--- config.mk ---
export PLATFORM = sky130hd
export DESIGN_NAME = mem_load_unit
export DESIGN_NICKNAME = d
export VERILOG_FILES = /design/src/rtl/mem_load_unit.sv
export SDC_FILE = /design/constraint.sdc
export NUM_CORES = 1
export LEC_CHECK = 0
export ABC_CLOCK_PERIOD_IN_PS = 2500
export CAP_MARGIN = 20
export CORE_ASPECT_RATIO = 2
export CORE_UTILIZATION = 55
export CTS_CLUSTER_DIAMETER = 200
export DETAILED_ROUTE_END_ITERATION = 16
export DONT_BUFFER_PORTS = 1
export GPL_TIMING_DRIVEN = 1
export HOLD_SLACK_MARGIN = 0.1
export PLACE_DENSITY = 0.7
export SYNTH_ARGS = -nofsm -noshare
export SYNTH_HDL_FRONTEND = slang
export SYNTH_SLANG_ARGS = --single-unit
--- constraint.sdc ---
create_clock -name clk -period 2.5 [get_ports clk]
set_input_delay 0.5 -clock clk [delete_from_list [all_inputs] [get_ports clk]]
set_output_delay 0.5 -clock clk [all_outputs]
set_load 0.02 [all_outputs]
--- src/rtl/mem_load_unit.sv ---
// Load unit: runs MIPS loads over an Avalon-style read bus.
// Produces formatted, merged and flag results for writeback.
module mem_load_unit #(
    parameter int ADDR_W = 32
) (
    input  logic              clk,
    input  logic              reset_n,
    input  logic              start,
    input  logic [2:0]        load_type,
    input  logic [ADDR_W-1:0] addr,
    input  logic [31:0]       rt_old,
    output logic [ADDR_W-1:0] mem_address,
    output logic              mem_read,
    output logic [3:0]        mem_byteenable,
    input  logic              mem_waitrequest,
    input  logic [31:0]       mem_readdata,
    output logic [31:0]       data_readdata,
    output logic [31:0]       lwlr_data,
    output logic              islwlr,
    output logic              done,
    output logic              busy,
    output logic              err_align
);

    typedef enum logic [1:0] {
        IDLE = 2'd0,
        REQ  = 2'd1,
        DONE = 2'd2
    } state_t;

    state_t      state;
    logic [2:0]  lat_type;
    logic [1:0]  lat_k;
    logic [31:0] lat_rt;

    logic        in_half;
    logic        in_word;
    logic        in_mis;
    logic [3:0]  in_be;

    logic        l_byte;
    logic        l_half;
    logic        l_lwl;
    logic        l_lwr;
    logic [7:0]  sel_b;
    logic [15:0] sel_h;
    logic [31:0] fmt_data;
    logic [31:0] fmt_lwlr;

    // Alignment check and lane selection for the incoming request.
    always_comb begin
        in_half = (load_type[1:0] == 2'b01);
        in_word = (load_type[1:0] == 2'b11);
        in_mis  = (in_half & addr[0]) |
                  (in_word & (addr[1:0] != 2'b00));
        in_be   = 4'b1111;
        unique case (1'b1)
            (load_type[1:0] == 2'b00): in_be = 4'b0001 << addr[1:0];
            in_half:                   in_be = 4'b0011 << addr[1:0];
            default:                   in_be = 4'b1111;
        endcase
    end

    // Extract, extend and merge the returned word for the latched load.
    always_comb begin
        l_byte = (lat_type[1:0] == 2'b00);
        l_half = (lat_type[1:0] == 2'b01);
        l_lwl  = (lat_type == 3'b010);
        l_lwr  = (lat_type == 3'b110);

        unique case (lat_k)
            2'd0:    sel_b = mem_readdata[7:0];
            2'd1:    sel_b = mem_readdata[15:8];
            2'd2:    sel_b = mem_readdata[23:16];
            default: sel_b = mem_readdata[31:24];
        endcase
        sel_h = lat_k[1] ? mem_readdata[31:16] : mem_readdata[15:0];

        fmt_data = mem_readdata;
        unique case (1'b1)
            l_byte:  fmt_data = {{24{sel_b[7] & ~lat_type[2]}}, sel_b};
            l_half:  fmt_data = {{16{sel_h[15] & ~lat_type[2]}}, sel_h};
            default: fmt_data = mem_readdata;
        endcase

        fmt_lwlr = 32'd0;
        if (l_lwl) begin
            unique case (lat_k)
                2'd0:    fmt_lwlr = {mem_readdata[7:0], lat_rt[23:0]};
                2'd1:    fmt_lwlr = {mem_readdata[15:0], lat_rt[15:0]};
                2'd2:    fmt_lwlr = {mem_readdata[23:0], lat_rt[7:0]};
                default: fmt_lwlr = mem_readdata;
            endcase
        end else if (l_lwr) begin
            unique case (lat_k)
                2'd0:    fmt_lwlr = mem_readdata;
                2'd1:    fmt_lwlr = {lat_rt[31:24], mem_readdata[31:8]};
                2'd2:    fmt_lwlr = {lat_rt[31:16], mem_readdata[31:16]};
                default: fmt_lwlr = {lat_rt[31:8], mem_readdata[31:24]};
            endcase
        end
    end

    // Control FSM with registered bus and result outputs.
    always_ff @(posedge clk or negedge reset_n) begin
        if (!reset_n) begin
            state          <= IDLE;
            lat_type       <= 3'd0;
            lat_k          <= 2'd0;
            lat_rt         <= 32'd0;
            mem_address    <= '0;
            mem_read       <= 1'b0;
            mem_byteenable <= 4'd0;
            data_readdata  <= 32'd0;
            lwlr_data      <= 32'd0;
            islwlr         <= 1'b0;
            done           <= 1'b0;
            busy           <= 1'b0;
            err_align      <= 1'b0;
        end else begin
            unique case (state)
                IDLE: begin
                    done <= 1'b0;
                    if (start) begin
                        lat_type <= load_type;
                        lat_k    <= addr[1:0];
                        lat_rt   <= rt_old;
                        busy     <= 1'b1;
                        if (in_mis) begin
                            state         <= DONE;
                            done          <= 1'b1;
                            err_align     <= 1'b1;
                            data_readdata <= 32'd0;
                            lwlr_data     <= 32'd0;
                            islwlr        <= 1'b0;
                        end else begin
                            state          <= REQ;
                            mem_read       <= 1'b1;
                            mem_address    <= {addr[ADDR_W-1:2], 2'b00};
                            mem_byteenable <= in_be;
                        end
                    end
                end
                REQ: begin
                    if (!mem_waitrequest) begin
                        state         <= DONE;
                        mem_read      <= 1'b0;
                        done          <= 1'b1;
                        err_align     <= 1'b0;
                        data_readdata <= fmt_data;
                        lwlr_data     <= fmt_lwlr;
                        islwlr        <= l_lwl | l_lwr;
                    end
                end
                DONE: begin
                    state <= IDLE;
                    done  <= 1'b0;
                    busy  <= 1'b0;
                end
                default: begin
                    state    <= IDLE;
                    mem_read <= 1'b0;
                    done     <= 1'b0;
                    busy     <= 1'b0;
                end
            endcase
        end
    end

endmodule

==> flow_summary.yaml <==
pwr:
  peakVddDrop_uv: 1070
  p_leak_uw: 0.00378
  p_per_area_nw_per_um2: 1480
synthesis:
  synth_top_area_cell: "dfrtp_1"
  async_flop_share_pct: 100
  synth_top_area_share_pct: 50.0
  syn_avg_cell_area_um2: 10.7
  yosys_warnings: 0
  syn_area_um2: 7110
  synth-main-ff-cell: "dfrtp_1"
  synth.area.top_cells: "dfrtp_1 50%, mux2_2 8.9%, mux2i_1 7.0%, nand2_1 6.6%, a221oi_1 3.0%"
  synth_cell_types: 50
  ys_seq_area_share_pct: 50.0
  synthCells: 663
  yosys_register_bits: 142
  synth_edf_count: 0
  yosys-top-cells-count: "142 x dfrtp_1, 125 x nand2_1, 56 x mux2_2"
  yosysMostFrequentCell: "dfrtp_1"
cts:
  clkSlewWorstSetupHoldPaths_ns: 0.07
  postCtsSetupBuffers: 0
  numCtsBuffers: 17
  cts-root-buf: "clkbuf_16"
  clock_path_buffers: 2
  tritoncts: "built"
  cts_max_level: 4
  cts_resized: 0
  cts.sinks: 142
  worstSkewPairLatency_ns: 0.42
finish:
  area_growth_pct: 10.9
  final_cell_area_um2: 7880
  fin_util_pct: 62.8
  layout.nets: 760
  final_layout_size_suffix_gt1_share_pct: 20.6
  antenna_cells: 0
  post_layout_nonfiller_instances: 820
worst_setup_path:
  cp.arrival_ns: 2.47
  reg2regPathDepth: 5
  critPathMaxFanout: 23
  worstPathCellList: "buf_4 -> mux2_2 -> mux2i_1 -> a221oi_1 -> a21o_1"
  r2r_start: "lat_k[0]"
  critical_path_class: "flop to flop"
  cpPeakStageDelay_ns: 0.54
  worstPathRequired_ns: 2.81
  path_depth: 5
  r2r_end: "lwlr_data[28]"
  endpoint: "lwlr_data[28]"
  worstSetupStartpointType: "flop"
  cp_slowest_cell: "dfrtp_2"
  critPathTopFamily: "multiplexers"
  endpoint_kind: "flop"
  timing.critical_path.buf_inv: 1
  crit_start: "lat_k[0]"
  r2r_setup_slack_ns: 0.34
timing:
  fin_crit_sh_pct: 86.3
  rsz0062_at_grt: "no"
  worst_slew_pin_slew_ns: 0.775
  setup_ws_ns: 0.342
  whs_ns: -0.232
  fin_tns_setup_ns: 0
  max_freq_mhz: 463
  hold_viol_final: 142
  fin_skew_ns: 0.0103
  finalSetupViolations: 0
  maxSlewHeadroom_pct: 48.3
  min_period_ns: 2.16
  finalMaxSlewViolations: 0
place:
  placed_area_um2: 7280
  dp_hpwl_um: 14600
  dp_slack_ns: 0.365
  gp_congestion: 0.921
  numPortBuffers: 0
  dp_cells: 788
grt:
  grt_max_degree: 143
  grt_pass1_vias: 5506
  grt_pass1_wl_um: 30400
  antenna_found_initial: 0
  track_usage_pct: 31.4
  gr-total-overflow: 0
detailed_routing:
  dr.pass1.iters: 5
  post_drt_wl_per_cell_um: 24.6
  routed_wirelength_um: 20100
  via_count: 5394
  drtIter0Drc: 371
  drc: 0
  ant_nets: 0
  vias_per_cell: 6.58
floorplan:
  core_um2: 12600
  die_height_um: 163
  pin_count: 208
  die_w_um: 82.4
  placementRows: 58
  initial_utilization_pct: 56.6
  dieArea_um2: 13400
job:
  max-cap-violations: 0
run_status:
  status: "complete, but fails checks"
  violations: "hold timing"
min_path:
  hp-class: "input pin to asynchronous set/reset pin"
sequential cells by signal (all words and copies together), names as in the netlist, 2 cells and up:
| name | flops |
|---|---|
| data_readdata | 32 |
| lat_rt | 32 |
| lwlr_data | 32 |
| mem_address | 30 |
| mem_byteenable | 4 |
| lat_type | 3 |
| lat_k | 2 |
| state | 2 |
power breakdown:
part | leakage, uW | internal (uW) | switching (uW)
clock network | 0.000284 | 1510 | 1080
logic | 0.00168 | 1780 | 2090
registers | 0.00181 | 3320 | 1860
total | 0.00378 | 6600 | 5030
cells by family (layout without fill, tap and decap cells):
kind of cell | after synthesis | count (layout) | share of synthesized area [%]
other | 1 | 2 | 0.0527
buffers and inverters | 85 | 91 | 5.17
flip-flops | 142 | 142 | 50.0
multiplexers | 110 | 110 | 17.2
AND/OR/NAND/NOR | 179 | 179 | 11.1
AO/OA/AOI/OAI | 146 | 146 | 16.5
how the worst min path moves through the flow:
stage / slack (ns) / end / start / cells past startpoint
3_3_place_gp: 0.21 / data_readdata[26] / reset_n / 0
5_1_grt: -0.25 / data_readdata[30] / reset_n / 0
4_1_cts: -0.24 / mem_address[6] / reset_n / 0
3_5_place_dp: 0.21 / data_readdata[26] / reset_n / 0
2_1_floorplan: 0.20 / busy / reset_n / 0
6_report: -0.23 / data_readdata[30] / reset_n / 0
worst register-to-register path, cell delays in order (launching register included):
cell	delay [ns]
dfrtp_2	0.54
buf_4	0.35
mux2_2	0.41
mux2i_1	0.39
a221oi_1	0.17
a21o_1	0.20
layout make-up:
class                           instances  area, um^2
Inverter                               30         113
Clock inverter                         14         169
Tap cell                              150         188
Multi-Input combinational cell        437        3200
Sequential cell                       142        3550
Fill cell                            1018        4670
Timing Repair Buffer                   29         230
Clock buffer                           18         429
routing by layer:
layer	vias up	part of all wire [%]	track usage (%)
met2	250	51	52.5
met3	58	7.9	8.85
met4	0	4.8	16.5
li1	2372	-	-
met5	-	0	0
met1	2714	36	35.1
stage by stage:
step           hold slack (ns)  power [uW]
2_1_floorplan            0.204        7790
3_3_place_gp             0.208        8900
3_5_place_dp             0.208        9030
4_1_cts                 -0.243       11600
5_1_grt                 -0.248       12200
6_report                -0.232       11600
cells in the final DEF, fill, tap and decap left out, types with 3 or more instances in the layout:
master,count
dfrtp_1,141
nand2_1,125
mux2_2,56
mux2i_1,50
inv_1,30
buf_4,28
a221oi_1,24
o21ai_0,22
clkbuf_16,17
a22o_1,14
a21o_1,13
a211oi_1,13
nor2b_1,13
nor2_1,12
a21oi_1,10
a221o_2,10
nand3_1,8
o22ai_1,8
a32o_1,7
a221o_1,6
nand2b_1,5
o32ai_1,5
inv_6,5
mux4_2,4
inv_8,3
clkinvlp_4,3
No activity file was read; power rests on OpenSTA's default activity.
